File: src/rtl/time_display_scan.sv
// Multiplexed HH.MM.SS display driver for the packed BCD time bus.
// It latches one coherent snapshot per scan frame and blinks the separator dots on each seconds change.
module time_display_scan #(
    parameter int unsigned SCAN_DIV       = 50000,
    parameter int unsigned HALF_SEC       = 25000000,
    parameter bit          SEG_ACTIVE_LOW = 1'b1,
    parameter bit          AN_ACTIVE_LOW  = 1'b1
) (
    input  logic        clk_sys,
    input  logic        rst,
    input  logic [19:0] time_in,
    input  logic        blank_lz,
    output logic [5:0]  an,
    output logic [6:0]  seg,
    output logic        dp,
    output logic        err
);

    localparam int unsigned SW = $clog2(SCAN_DIV);
    localparam int unsigned BW = (HALF_SEC > 1) ? $clog2(HALF_SEC) : 1;
    localparam logic [SW-1:0] SCAN_LAST  = SW'(SCAN_DIV - 1);
    localparam logic [BW-1:0] BLINK_LAST = BW'(HALF_SEC - 1);
    localparam logic [5:0] AN_OFF  = AN_ACTIVE_LOW  ? '1 : '0;
    localparam logic [6:0] SEG_OFF = SEG_ACTIVE_LOW ? '1 : '0;
    localparam logic       DP_OFF  = SEG_ACTIVE_LOW;

    logic [SW-1:0] scan_cnt;
    logic [2:0]    idx;
    logic [19:0]   snap;
    logic [3:0]    prev_sec;
    logic          colon_on;
    logic [BW-1:0] blink_cnt;

    logic [3:0] digit;
    logic       blank;
    logic [5:0] an_next;
    logic [6:0] seg_next;
    logic       dp_next;

    function automatic logic invalid(input logic [19:0] t);
        return (t[3:0] > 4'd9) || (t[10:7] > 4'd9) || (t[17:14] > 4'd9) ||
               (t[6:4] > 3'd5) || (t[13:11] > 3'd5) || (t[19:18] > 2'd2) ||
               ((t[19:18] == 2'd2) && (t[17:14] > 4'd3));
    endfunction

    function automatic logic [6:0] decode(input logic [3:0] v);
        logic [6:0] p;
        case (v)
            4'd0:    p = 7'h3F;
            4'd1:    p = 7'h06;
            4'd2:    p = 7'h5B;
            4'd3:    p = 7'h4F;
            4'd4:    p = 7'h66;
            4'd5:    p = 7'h6D;
            4'd6:    p = 7'h7D;
            4'd7:    p = 7'h07;
            4'd8:    p = 7'h7F;
            4'd9:    p = 7'h6F;
            default: p = 7'h40;
        endcase
        return p;
    endfunction

    always_comb begin
        digit = '0;
        case (idx)
            3'd0:    digit = snap[3:0];
            3'd1:    digit = {1'b0, snap[6:4]};
            3'd2:    digit = snap[10:7];
            3'd3:    digit = {1'b0, snap[13:11]};
            3'd4:    digit = snap[17:14];
            3'd5:    digit = {2'b00, snap[19:18]};
            default: digit = '0;
        endcase
        seg_next = decode(digit) ^ SEG_OFF;
        blank    = blank_lz && (idx == 3'd5) && (snap[19:18] == 2'd0);
        an_next  = AN_OFF;
        if (!blank && (idx <= 3'd5))
            an_next = (6'd1 << idx) ^ AN_OFF;
        dp_next  = (colon_on && ((idx == 3'd2) || (idx == 3'd4))) ^ DP_OFF;
    end

    always_ff @(posedge clk_sys) begin
        if (rst) begin
            scan_cnt  <= '0;
            idx       <= '0;
            snap      <= '0;
            prev_sec  <= '0;
            colon_on  <= 1'b0;
            blink_cnt <= '0;
            err       <= 1'b0;
            an        <= AN_OFF;
            seg       <= SEG_OFF;
            dp        <= DP_OFF;
        end else begin
            if (scan_cnt == SCAN_LAST) begin
                scan_cnt <= '0;
                idx      <= (idx == 3'd5) ? 3'd0 : idx + 3'd1;
                // Frame boundary: the only point where a new time is taken in.
                if (idx == 3'd5) begin
                    snap <= time_in;
                    err  <= invalid(time_in);
                end
            end else begin
                scan_cnt <= scan_cnt + 1'b1;
            end

            prev_sec <= time_in[3:0];
            if (time_in[3:0] != prev_sec) begin
                colon_on  <= 1'b1;
                blink_cnt <= '0;
            end else if (colon_on) begin
                if (blink_cnt == BLINK_LAST)
                    colon_on <= 1'b0;
                else
                    blink_cnt <= blink_cnt + 1'b1;
            end

            an  <= an_next;
            seg <= seg_next;
            dp  <= dp_next;
        end
    end

endmodule

File: config.mk
export PLATFORM = sky130hd
export DESIGN_NAME = time_display_scan
export DESIGN_NICKNAME = d
export VERILOG_FILES = /design/src/rtl/time_display_scan.sv
export SDC_FILE = /design/constraint.sdc
export NUM_CORES = 1
export LEC_CHECK = 0
export ABC_CLOCK_PERIOD_IN_PS = 6200
export CAP_MARGIN = 20
export CORE_ASPECT_RATIO = 0.75
export CORE_UTILIZATION = 35
export CTS_CLUSTER_SIZE = 14
export DETAILED_ROUTE_END_ITERATION = 16
export SYNTH_ARGS = -nofsm -noshare
export SYNTH_HDL_FRONTEND = slang
export SYNTH_SLANG_ARGS = --single-unit
export TNS_END_PERCENT = 20
File: constraint.sdc
create_clock -name clk_sys -period 6.2 [get_ports clk_sys]
set_input_delay 1.24 -clock clk_sys [delete_from_list [all_inputs] [get_ports clk_sys]]
set_output_delay 1.24 -clock clk_sys [all_outputs]
set_load 0.05 [all_outputs]
==> results_dict.tcl, run 1 <==
set metrics [dict create \
    path_clk_slew_ps 60 \
    io_pins 38 \
    netlist.area_leader.share_pct 43.1 \
    dr_wl_met3_um 284 \
    synth_area_um2 3900 \
    synth_area_leader_cell "dfxtp_1" \
    syn2layout_area_growth_pct 18.9 \
    vias 3105 \
    slew-limit-headroom_pct 36.2 \
    finalWorstPathRequiredPeriod_ps 2940 \
    start_kind "input port" \
    cap_violations 0 \
    worst_pin_slew_ps 957 \
    synthArstFlopShare_pct 0 \
    worstSkewPairLatency_ps 330 \
    die_area_um2 11600 \
    route.detailed.drc 0 \
    grt_pass1_wl_um 13900 \
    fin_cells 608 \
    grt_overflow 0 \
    finalNetCount 500 \
    grt_usage_pct 15.8 \
    power_leakage_nw 1.56 \
    cts_tree "yes" \
    fillers 1052 \
    htreeDepth 3 \
    grt_pass1_vias 2906 \
    antenna_found_initial 0 \
    grt_max_degree 49 \
    synth-seq-area-share_pct 43.1 \
    place.port_buffers 37 \
    dp_hpwl_um 5890 \
    hold_violations 0 \
    cts_resized 0 \
    cts_hold_buf 0 \
    hp-class "register to register" \
    dieHeight_um 93.4 \
    fmax_mhz 340 \
    place_congestion 0.791 \
    synth_ff_type "dfxtp_1" \
    core-area_um2 10600 \
    crit_fanout 22 \
    worstPathArrival_ps 3220 \
    met2_wirelength_um 3430 \
    seq_area_um2 1680 \
    peakVddDrop_mv 0.125 \
    cts-buffers-inserted 9 \
    setup_violations 0 \
    dp_cells 593 \
    setup_tns_ps 0 \
    worstSetupPathType "input port to register" \
    drv_slew 0 \
    cts_post_setup_buffers_inserted 0 \
    synth_area_per_cell_um2 8.84 \
    drt-met1-wl_um 4460 \
    initial_core_util_pct 36.9 \
    drive_above_1_share_pct 13.8 \
    cts.sinks 84 \
    synth_area_leaders "dfxtp_1 43%, nand2_1 4.5%, a21oi_2 4.5%, xor2_1 3.8%, nor2_1 3.5%" \
    syn-instance-count 441 \
    ant_nets 0 \
    synth_warnings 0 \
    clock-root-buffer "clkbuf_16" \
    netlist-cell-type-count 53 \
    finalWirelength_um 8270 \
    skew_ps 6.44 \
    drtIter0Drc 145 \
    multi_input_area_um2 2070 \
    p_per_area_nw_per_um2 247 \
    critPathCaptureType "register" \
    drtPass1Iterations 4 \
    highest_layer "met4" \
    cp.required_ps 6480 \
    status "finished, final reports clean" \
    synth_edf_count 0 \
    synth_nets 473 \
    clockBufferDepth 2 \
    grt_setup_unrepaired "false" \
    rows 32 \
    routedWlPerCell_um 13.6 \
    avgViaCountPerCell 5.11 \
    die_w_um 124 \
    synth-seq-cells 84 \
    diodes 0 \
    post-route-period-util_pct 47.4 \
]
-- cells by family after synthesis --
| family | after synthesis | share of synthesized area, % |
|---|---|---|
| simple gates | 205 | 28.7 |
| mux | 8 | 2.18 |
| xor+xnor | 26 | 5.84 |
| fa+ha+maj | 9 | 2.89 |
| buf+inv | 30 | 3.72 |
| compound gates | 79 | 13.5 |
| flops | 84 | 43.1 |
-- report_power, final --
group | switching [W] | internal (W)
Clock | 0.000199 | 0.000343
Combinational | 0.0000292 | 0.0000242
Sequential | 0.00000368 | 0.000546
Total | 0.000232 | 0.000913
-- routing by layer --
metal | up-vias | global-route usage (%)
met2 | 39 | 22.8
met4 | 0 | 5.42
met1 | 1460 | 22.3
li1 | 1598 | -
met3 | 8 | 4.21
met5 | - | 0
-- final cells by class --
type / count / share of cell area [%]
well taps: 136 / 3.67
clock inverters: 1 / 0.648
multi-input cells: 327 / 44.7
inverters: 7 / 0.567
flip-flops and latches: 84 / 36.3
repair buffers: 39 / 8.21
clock buffers: 14 / 5.91
-- worst paths after layout --
kind,start,endpoint,slack [ps],cells past startpoint
min,snap[0],snap[0],450,2
max,time_in[3],blink_cnt[8],3260,6
max reg2reg,idx[0],seg[3],3630,6
min reg2reg,snap[0],snap[0],450,2
-- cell usage after synthesis, drive strengths merged (3+ instances only) --
master	n
dfxtp	84
nand2	67
a21oi	39
nor2	37
o21ai	18
xor2	17
clkbuf	15
nand4	14
or3	13
nand3	11
and3	10
nor2b	10
ha	9
xnor2	9
buf	8
or4	8
and4	7
inv	7
nor3	6
o31ai	6
a22oi	4
and2	4
mux2	4
mux2i	4
a211oi	3
nor3b	3
nor4	3
nor4b	3
-- placed cells by master, fill, tap and decap left out, types with 2 or more instances in the layout --
cell              n
nand3b_1          2
or3_1            13
o31ai_1           6
a211oi_1          3
clkbuf_1          2
nor3_1            6
and4_1            6
xnor2_1           9
nor4_1            3
nand2_1          47
mux2_2            4
and2_1            4
buf_4             2
clkdlybuf4s50_1  36
clkbuf_8          3
xor2_1           17
ha_1              9
a21oi_2          20
nor4b_1           3
mux2i_1           4
nor3b_1           3
nor2_1           36
nand4_1          14
clkbuf_16         9
a22oi_1           4
a21oi_1          19
nand2_2          20
o211ai_1          2
nor2b_1          10
or4_1             8
inv_1             7
and3_1           10
dfxtp_1          84
nand3_1          11
o21ai_0          17
-- critical path, stage by stage --
cell,delay [ps]
clkdlybuf4s50_1,530
xnor2_1,140
nand4_1,180
or2_2,500
or4_1,550
nand2_1,70
-- flip-flops by register name, summed over array words and instances (netlist names) --
signal     flops
colon_on       1
snap          20
blink_cnt     25
scan_cnt      16
dp             1
an             6
prev_sec       4
idx            3
err            1
seg            7
-- per-stage QoR --
stage               hold WS, ps  worst slack (ps)  cell area (um^2)  utilization [%]  power [W]
floorplan                   397              3760              3900                -   0.000589
global placement            441              2990              4320             40.9   0.000614
detailed placement          440              2920              4330             41.0   0.000615
CTS                         450              3280              4630             43.8    0.00116
global route                467              3120              4630             43.8    0.00119
finish                      446              3260              4630             43.8    0.00114
No activity file was read; power rests on OpenSTA's default activity.
==> run 2, diff against run 1 <==
--- a/config.mk
+++ b/config.mk
@@ -5,7 +5,7 @@
 export SDC_FILE = /design/constraint.sdc
 export NUM_CORES = 1
 export LEC_CHECK = 0
-export ABC_CLOCK_PERIOD_IN_PS = 6200
+export ABC_CLOCK_PERIOD_IN_PS = 2600
 export CAP_MARGIN = 20
 export CORE_ASPECT_RATIO = 0.75
 export CORE_UTILIZATION = 35
==> constraint.sdc (replaced) <==
create_clock -name clk_sys -period 2.6 [get_ports clk_sys]
set_input_delay 0.52 -clock clk_sys [delete_from_list [all_inputs] [get_ports clk_sys]]
set_output_delay 0.52 -clock clk_sys [all_outputs]
set_load 0.05 [all_outputs]
==> run 2 against run 1 <==
  * Clock power grew to 2.9 times the previous value
  * Power grew to 2.6 times the previous value
  * Cell area is 2.9% higher
  * Clock skew is 4.3 ps higher
  * Die area stayed put
  * First-iteration DRC count is 58% higher
  * Non-clock buffer count is 7 higher
  * Critical endpoint is now seg[5]
  * Register-to-register slack worse by 3400 ps
  * Critical path depth is 1 higher
  * Global-route usage is 0.64 points higher
  * Worst setup slack worse by 3100 ps
  * Highest routed layer unchanged
  * Critical path type is now register to register
==> results_dict.tcl, run 2 (synthesis gave the netlist of run 1 again) <==
set metrics [dict create \
    finalNetCount 507 \
    ant_nets 0 \
    grt_pass1_wl_um 14600 \
    vias 3172 \
    drtIter0Drc 229 \
    start_kind "register" \
    reg_top3 "blink_cnt: 25 flops, snap: 20 flops, scan_cnt: 16 flops" \
    post-route-period-util_pct 92.9 \
    use_met2_pct 23.6 \
    dieHeight_um 93.4 \
    routedWlPerCell_um 14.0 \
    critPathCaptureType "register" \
    p_per_area_nw_per_um2 632 \
    io_pins 38 \
    worst_pin_slew_ps 882 \
    route.detailed.drc 0 \
    regToRegEndpoint "seg[5]" \
    crit_fanout 13 \
    use_met1_pct 23.3 \
    clockBufferDepth 2 \
    drive_above_1_share_pct 15.6 \
    drtPass1Iterations 5 \
    antenna_found_initial 0 \
    cap_violations 0 \
    globalRouteMet3Util_pct 4.76 \
    grt_overflow 0 \
    cts_hold_buf 0 \
    die_area_um2 11600 \
    r2r-start "idx[0]" \
    htreeDepth 3 \
    grt_usage_pct 16.4 \
    finalWorstPathRequiredPeriod_ps 2420 \
    grt_busiest_layer "met2" \
    peakVddDrop_mv 0.330 \
    final_common_cell "dfxtp_1" \
    place.port_buffers 37 \
    status "finished, final reports clean" \
    power_leakage_nw 1.63 \
    fmax_mhz 414 \
    reg2reg_depth 7 \
    path_clk_slew_ps 60 \
    fillers 1047 \
    drv_slew 0 \
    mostFrequentLayoutCells "84 x dfxtp_1, 47 x nand2_1, 36 x nor2_1, 36 x clkdlybuf4s50_1" \
    setup_tns_ps 0 \
    worstSkewPairLatency_ps 340 \
    cts.sinks 84 \
    finalWirelength_um 8650 \
    crit_chain "mux2_2 > a22oi_1 > and2_1 > inv_1 > ha_1 > nor4_1 > nor3_1" \
    clock-root-buffer "clkbuf_16" \
    skew_ps 10.8 \
    hp-start "snap[10]" \
    cts_resized 0 \
    initial_core_util_pct 36.9 \
    cts_tree "yes" \
    largest_reg_flops 25 \
    grt_pass1_vias 2917 \
    cts_post_setup_buffers_inserted 0 \
    core-area_um2 10600 \
    die_w_um 124 \
    hold_depth 2 \
    critPathMaxStageDelay_ps 660 \
    top_register "blink_cnt" \
    grt_max_degree 22 \
    dp_hpwl_um 6140 \
    crit_slowest_cell "dfxtp_1" \
    worstPathArrival_ps 2640 \
    worstHoldEndpoint "snap[10]" \
    place_congestion 0.848 \
    rows 32 \
    cts-buffers-inserted 9 \
    avgViaCountPerCell 5.15 \
    setup_violations 0 \
    syn2layout_area_growth_pct 22.3 \
    hold_violations 0 \
    diodes 0 \
    cp.required_ps 2820 \
    final_util_pct 45.1 \
    hp-class "register to register" \
    worstSetupPathType "register to register" \
    r2r_slack_ps 180 \
    slew-limit-headroom_pct 41.2 \
    grt_setup_unrepaired "false" \
]
-- run 2: cell types whose count changed in the layout (fill, tap and decap cells not counted), sizes merged --
cell / previous run / this run
buf: 3 / 10
bufinv: 1 / 4
clkinv: 0 / 1
inv: 7 / 8
clkbuf: 14 / 10
-- run 2: metrics by stage --
step / hold WS [ps] / worst slack, ps / instances / instance area [um^2] / power [W]
CTS: 454 / 225 / 616 / 4770 / 0.00305
finish: 452 / 184 / 616 / 4770 / 0.00301
global placement: 439 / 263 / 600 / 4390 / 0.00147
global route: 470 / 59.5 / 616 / 4770 / 0.00312
floorplan: 397 / 476 / 441 / 3900 / 0.00141
detailed placement: 445 / 231 / 600 / 4390 / 0.00147
-- run 2: metal layers --
layer  vias to the layer above  part of all wire (%)
met5                         -                     0
li1                       1625                     -
met3                         6                   4.0
met4                         0                  0.88
met1                      1492                    53
met2                        49                    42
-- run 2: where the power goes --
part | total (W) | internal (W) | switching (W)
clock | 0.00157 | 0.00106 | 0.000510
combinational | 0.000130 | 0.0000600 | 0.0000703
sequential | 0.00131 | 0.00130 | 0.00000800
-- run 2: cell type report --
class                      count  area, um^2  share of cell area (%)
clock inverter                 6         134                    2.81
inverter                       7        26.3                   0.551
tap                          136         170                    3.57
sequential                    84        1680                    35.3
multi-input combinational    327        2070                    43.4
timing repair buffer          46         445                    9.34
clock buffer                  10         239                    5.01
-- run 2: how the worst max path moves through the flow --
stage / startpoint / end / slack (ps) / depth (start not counted)
floorplan: scan_cnt[11] / snap[10] / 480 / 7
global route: idx[0] / seg[3] / 60 / 8
detailed placement: time_in[2] / blink_cnt[8] / 230 / 6
finish: idx[0] / seg[5] / 180 / 7
global placement: time_in[2] / blink_cnt[8] / 260 / 6
CTS: idx[0] / seg[5] / 230 / 7
-- run 2: worst max-delay path: cells and delay by family (launching register included) --
kind | cells | cell delay, ps
AOI/OAI and AO/OA | 1 | 160
adders and majority gates | 1 | 200
muxes | 1 | 430
DFF | 1 | 660
buffers and inverters | 1 | 150
and+or+nand+nor | 3 | 700
